`config.mk`:
```
export PLATFORM = sky130hd
export DESIGN_NAME = hazard_stall_ctrl
export DESIGN_NICKNAME = d
export VERILOG_FILES = /design/src/rtl/hazard_stall_ctrl.sv
export SDC_FILE = /design/constraint.sdc
export NUM_CORES = 1
export LEC_CHECK = 0
export CAP_MARGIN = 20
export CORE_UTILIZATION = 49
export CTS_BUF_LIST = sky130_fd_sc_hd__clkbuf_16
export DETAILED_ROUTE_END_ITERATION = 12
export PLACE_DENSITY = 0.85
export SETUP_SLACK_MARGIN = 0.05
export SLEW_MARGIN = 20
export SYNTH_ARGS = -nofsm -noshare
export SYNTH_HDL_FRONTEND = slang
export SYNTH_SLANG_ARGS = --single-unit
```
`constraint.sdc`:
```
create_clock -name clk -period 4.7 [get_ports clk]
set_input_delay 1.175 -clock clk [delete_from_list [all_inputs] [get_ports clk]]
set_output_delay 1.175 -clock clk [all_outputs]
set_load 0.005 [all_outputs]
```
`src/rtl/hazard_stall_ctrl.sv`:
```
// Pipeline hazard/stall controller: load-use detection, per-unit multi-cycle busy
// tracking, deferred EX redirects, redirect/flush priority, stall watchdog and counter.
module hazard_stall_ctrl #(
  parameter int RW             = 5,
  parameter int NUM_MC         = 2,
  parameter int LOAD_USE_DEPTH = 1,
  parameter int TIMEOUT_CYCLES = 255,
  parameter int CNT_W          = 32
) (
  input  logic              clk,
  input  logic              rst,
  input  logic [RW-1:0]     id_rs1_i,
  input  logic [RW-1:0]     id_rs2_i,
  input  logic              id_uses_rs2_i,
  input  logic [RW-1:0]     ex_rd_i,
  input  logic              ex_memread_i,
  input  logic [RW-1:0]     mem_rd_i,
  input  logic              mem_memread_i,
  input  logic              exe_pc_req_i,
  input  logic              csr_pc_req_i,
  input  logic              wfi_req_i,
  input  logic              irq_flush_i,
  input  logic [NUM_MC-1:0] mc_req_i,
  input  logic [NUM_MC-1:0] mc_ack_i,
  output logic              exe_pc_req_o,
  output logic              csr_pc_req_o,
  output logic              wfi_req_o,
  output logic              pc_changed_o,
  output logic              pc_write_o,
  output logic              if_id_write_o,
  output logic              id_ex_write_o,
  output logic              ex_mem_write_o,
  output logic              hazard_out_o,
  output logic              flush_if_id_o,
  output logic              flush_id_ex_o,
  output logic              flush_ex_mem_o,
  output logic              flush_mem_wb_o,
  output logic              mc_flush_o,
  output logic [NUM_MC-1:0] mc_busy_o,
  output logic              timeout_o,
  output logic [CNT_W-1:0]  stall_cnt_o
);

  logic [NUM_MC-1:0] busy_reg;
  logic [NUM_MC-1:0] busy_next;
  logic              pend_reg;
  logic [CNT_W-1:0]  stall_cnt_reg;
  logic              mc_stall;
  logic              ex_hit;
  logic              mem_hit;
  logic              ld_use;
  logic              stall_any;
  logic              serve_exe;
  logic              wd_fire;

  // Ack beats a same-cycle req so a zero-latency unit never looks busy.
  for (genvar gi = 0; gi < NUM_MC; gi++) begin : g_busy
    assign busy_next[gi] = mc_ack_i[gi] ? 1'b0 : (mc_req_i[gi] ? 1'b1 : busy_reg[gi]);
  end

  assign mc_stall  = |busy_next;
  assign mc_busy_o = busy_next;

  // x0 is hardwired, so a load targeting it can never create a dependency.
  assign ex_hit  = (ex_rd_i != '0) &&
                   ((ex_rd_i == id_rs1_i) || (id_uses_rs2_i && (ex_rd_i == id_rs2_i)));
  assign mem_hit = (mem_rd_i != '0) &&
                   ((mem_rd_i == id_rs1_i) || (id_uses_rs2_i && (mem_rd_i == id_rs2_i)));
  assign ld_use  = ((ex_memread_i && ex_hit) ||
                    ((LOAD_USE_DEPTH == 2) && mem_memread_i && mem_hit)) && !(|mc_req_i);

  assign stall_any      = ld_use | mc_stall;
  assign pc_write_o     = !stall_any;
  assign if_id_write_o  = !stall_any;
  assign id_ex_write_o  = !mc_stall;
  assign ex_mem_write_o = !mc_stall;
  assign hazard_out_o   = ld_use;

  assign mc_flush_o   = csr_pc_req_i | wfi_req_i | irq_flush_i;
  assign csr_pc_req_o = csr_pc_req_i;
  assign wfi_req_o    = wfi_req_i & !csr_pc_req_i;

  // A branch resolved while stalled is held until the pipe can move; higher-priority
  // redirects discard it.
  assign serve_exe    = (exe_pc_req_i | pend_reg) & !stall_any & !mc_flush_o;
  assign exe_pc_req_o = serve_exe;
  assign pc_changed_o = serve_exe | csr_pc_req_i;

  assign flush_if_id_o  = serve_exe | mc_flush_o;
  assign flush_id_ex_o  = serve_exe | mc_flush_o;
  assign flush_ex_mem_o = csr_pc_req_i | wfi_req_i | wd_fire;
  assign flush_mem_wb_o = irq_flush_i;
  assign timeout_o      = wd_fire;
  assign stall_cnt_o    = stall_cnt_reg;

  if (TIMEOUT_CYCLES > 0) begin : g_wd
    localparam int WD_W = (TIMEOUT_CYCLES > 1) ? $clog2(TIMEOUT_CYCLES) : 1;
    localparam logic [WD_W-1:0] WD_LAST = WD_W'(TIMEOUT_CYCLES - 1);
    logic [WD_W-1:0] wd_cnt_reg;

    assign wd_fire = mc_stall && (wd_cnt_reg == WD_LAST);

    always_ff @(posedge clk) begin
      if (rst || !mc_stall || wd_fire) begin
        wd_cnt_reg <= '0;
      end else begin
        wd_cnt_reg <= wd_cnt_reg + 1'b1;
      end
    end
  end else begin : g_no_wd
    assign wd_fire = 1'b0;
  end

  always_ff @(posedge clk) begin
    if (rst || mc_flush_o || wd_fire) begin
      busy_reg <= '0;
    end else begin
      busy_reg <= busy_next;
    end
  end

  always_ff @(posedge clk) begin
    if (rst || serve_exe || mc_flush_o) begin
      pend_reg <= 1'b0;
    end else if (exe_pc_req_i && stall_any) begin
      pend_reg <= 1'b1;
    end
  end

  always_ff @(posedge clk) begin
    if (rst) begin
      stall_cnt_reg <= '0;
    end else if (!pc_write_o && (stall_cnt_reg != '1)) begin
      stall_cnt_reg <= stall_cnt_reg + 1'b1;
    end
  end

endmodule

```
==> metrics.csv <==
stage,metric,value,unit
power,VDD IR max,0.000216,V
cells_and_area,most frequent cells in the layout,"clkdlybuf4s50_1, dfxtp_1, a21oi_1",
sta,fin. max-slew vios,0,
setup_path,startpoint types,input pin,
sta,Slew @ Worst Pin,897,ps
routing,Routed WL per cell,15.0,um
placement,routability-driven placement congestion ratio,0.790,
setup_path,CP Class,in -> out,
run,Max-Cap Viols,0,
cells_and_area,fill count,399,
placement,buffers added on ports,75,
floorplanning,initial core utilization,0.510,
logic_synthesis,YS warnings,0,
power,pwr dens,238,mW/mm2
grt,met1 Usage GRT,0.296,
routing,1st-pass router iterations,5,
grt,global-route usage over all layers,0.249,
logic_synthesis,"Top FF cell, synth",dfxtp_1,
setup_path,CP endpoint kind,output port,
cells_and_area,Layout area overhead,37.0,%
power,overall power,0.000791,W
logic_synthesis,mean area per synthesized cell,8.42,um2
setup_path,WP data required,3520,ps
floorplanning,row count,25,
grt,M3 GR Usage,0.0597,
placement,Place WS,-18.4,ps
sta,final setup vio count,0,
cells_and_area,max reg flops,32,
grt,GRT Max-Usage Layer,met2,
placement,dpl cells,413,
logic_synthesis,sequential share of the synthesized area,0.355,
cells_and_area,Multi-input gate area,0.00144,mm2
cells_and_area,Reg area,861,um2
clocking,insertion delay to the later sink of the worst-skew pair,280,ps
routing,Post-Route WL,6320,um
routing,routed vias,2477,
worst_hold_path,Hold Path Class,reg -> reg,
logic_synthesis,"EDFF count, synth",0,
grt,largest net degree at the start of global routing,47,
grt,first-pass GRT wire length,10400,um
power,leakage power,1.02,nW
cells_and_area,"commonest non-fill, non-tap cell in the layout",clkdlybuf4s50_1,
placement,Post-DP HPWL,4350,um
sta,Max Clk Rate,0.217,GHz
cells_and_area,share of cells above drive strength 1,0.0706,
logic_synthesis,syn nets,324,
clocking,CTS tree,yes,
logic_synthesis,Unique masters post-synth,44,
sta,Final min period,4600,ps
floorplanning,IO Count,82,
grt,number of global-route vias before repair,2356,
cells_and_area,nets@finish,389,
logic_synthesis,Syn Std Cell Area,0.00243,mm2
cells_and_area,fin util,0.699,
sta,RSZ-0062 raised after global routing,no,
floorplanning,Die X,72.4,um
clocking,Num CTS Buffers,5,
floorplanning,Die Ht,72.4,um
setup_path,"Arr. time, crit path",3430,ps
grt,initial antenna violation count,0,
floorplanning,core area,0.00475,mm2
cells_and_area,Ant. Diodes,0,
floorplanning,die area,0.00524,mm2
clocking,clk buf depth,2,
grt,M2 GR Usage,0.441,
grt,grt ovf,0,
status,outcome,"complete, no violations",
sta,Slew HR,0.400,
routing,Antenna Violating Nets Remaining,0,
clocking,clock root buffer,clkbuf_16,
cells_and_area,Non-Filler Instances,421,
routing,Vias/cell,5.88,
logic_synthesis,Synth Instances,288,
sta,setup TNS,0,ps
sta,Final Cycle Share,0.979,
setup_path,crit path max fanout,9,
clocking,# Post-CTS Setup Buffers,0,
routing,DRT iter0 DRCs,183,
clocking,clock transition at the registers of the reported paths,50,ps
sta,setup slack after layout,96.4,ps
logic_synthesis,register bit count reported by yosys,43,
logic_synthesis,"FFs w/ async S/R, synth",0,
routing,DRC,0,
sta,Clock Skew,6.95,ps
sta,final hold vios,0,
clocking,clock sink count,43,
clocking,H-tree levels,2,
==> cell type report <==
type	instances	area share
multi-input combinational	220	0.434
sequential	43	0.259
timing repair buffer	80	0.237
clock buffer	5	0.0377
tap	67	0.0252
clock inverter	3	0.00339
inverter	3	0.00339
==> logic make-up after synthesis <==
family,count (synthesis),synth area share
simple gates,135,0.334
compound gates,63,0.168
flops,43,0.355
buf+inv,25,0.0557
xor+xnor,16,0.0578
mux,3,0.0139
fa+ha+maj,3,0.0155
==> power breakdown <==
part | switching, W | total, W | internal (W)
registers | 0.00000283 | 0.000370 | 0.000367
clock network | 0.000137 | 0.000328 | 0.000191
logic | 0.0000437 | 0.0000926 | 0.0000489
total | 0.000183 | 0.000791 | 0.000607
==> synth_stat cells, types with 2 or more instances <==
cell type,count,share of area
dfxtp_1,43,0.35
a21oi_1,29,0.060
or4_1,23,0.071
nor2_1,22,0.034
o31ai_1,22,0.068
nand3_1,17,0.035
nand2_1,14,0.022
xor2_1,12,0.043
clkbuf_1,11,0.017
nand4_1,10,0.026
nor3_1,9,0.019
or3_1,8,0.021
buf_4,6,0.019
and2_1,5,0.013
and4_1,5,0.018
nor2b_1,5,0.013
xnor2_1,4,0.014
buf_2,3,0.0062
ha_1,3,0.015
nand4b_1,3,0.011
o41ai_1,3,0.011
and3_1,2,0.0052
buf_6,2,0.0093
inv_1,2,0.0031
mux2_1,2,0.0093
nor4b_2,2,0.012
o21ai_0,2,0.0041
o21ai_1,2,0.0041
or2_2,2,0.0052
==> critical path: stages <==
cell and delay [ps]:
clkdlybuf4s50_1 470, or4_1 580, o21ai_2 200, o21ai_4 70, buf_4 190, o21bai_2 180
clkdlybuf4s50_1 550
==> routing by layer <==
metal	vias up	wire length [um]
met5	-	0
met4	0	94
met3	11	331
met2	79	3120
met1	1159	2780
li1	1228	-
==> per-stage QoR <==
stage | hold WS (ps) | area [um2]
4_1_cts | 485 | 3320
3_3_place_gp | 441 | 3170
3_5_place_dp | 463 | 3170
6_report | 480 | 3320
2_1_floorplan | 430 | 2430
5_1_grt | 516 | 3320
==> repair_timing <==
| item | 4_1_cts | 5_1_grt |
|---|---|---|
| hold buffers | 0 | 0 |
| resized for setup | 2 | 1 |
| gates cloned | 0 | 0 |
| pin swaps | 0 | 0 |
| endpoints found under the setup margin | 3 | 1 |
==> path summary, 6_finish.rpt <==
check	slack, ps	from	end	cells after the start
max	100	ex_rd_i[1]	flush_id_ex_o	7
min	480	g_wd.wd_cnt_reg[0]	g_wd.wd_cnt_reg[0]	1
max reg2reg	1880	stall_cnt_o[6]	stall_cnt_o[5]	6
min reg2reg	480	g_wd.wd_cnt_reg[0]	g_wd.wd_cnt_reg[0]	1
Note: power is estimated with default switching activity, not from simulation.
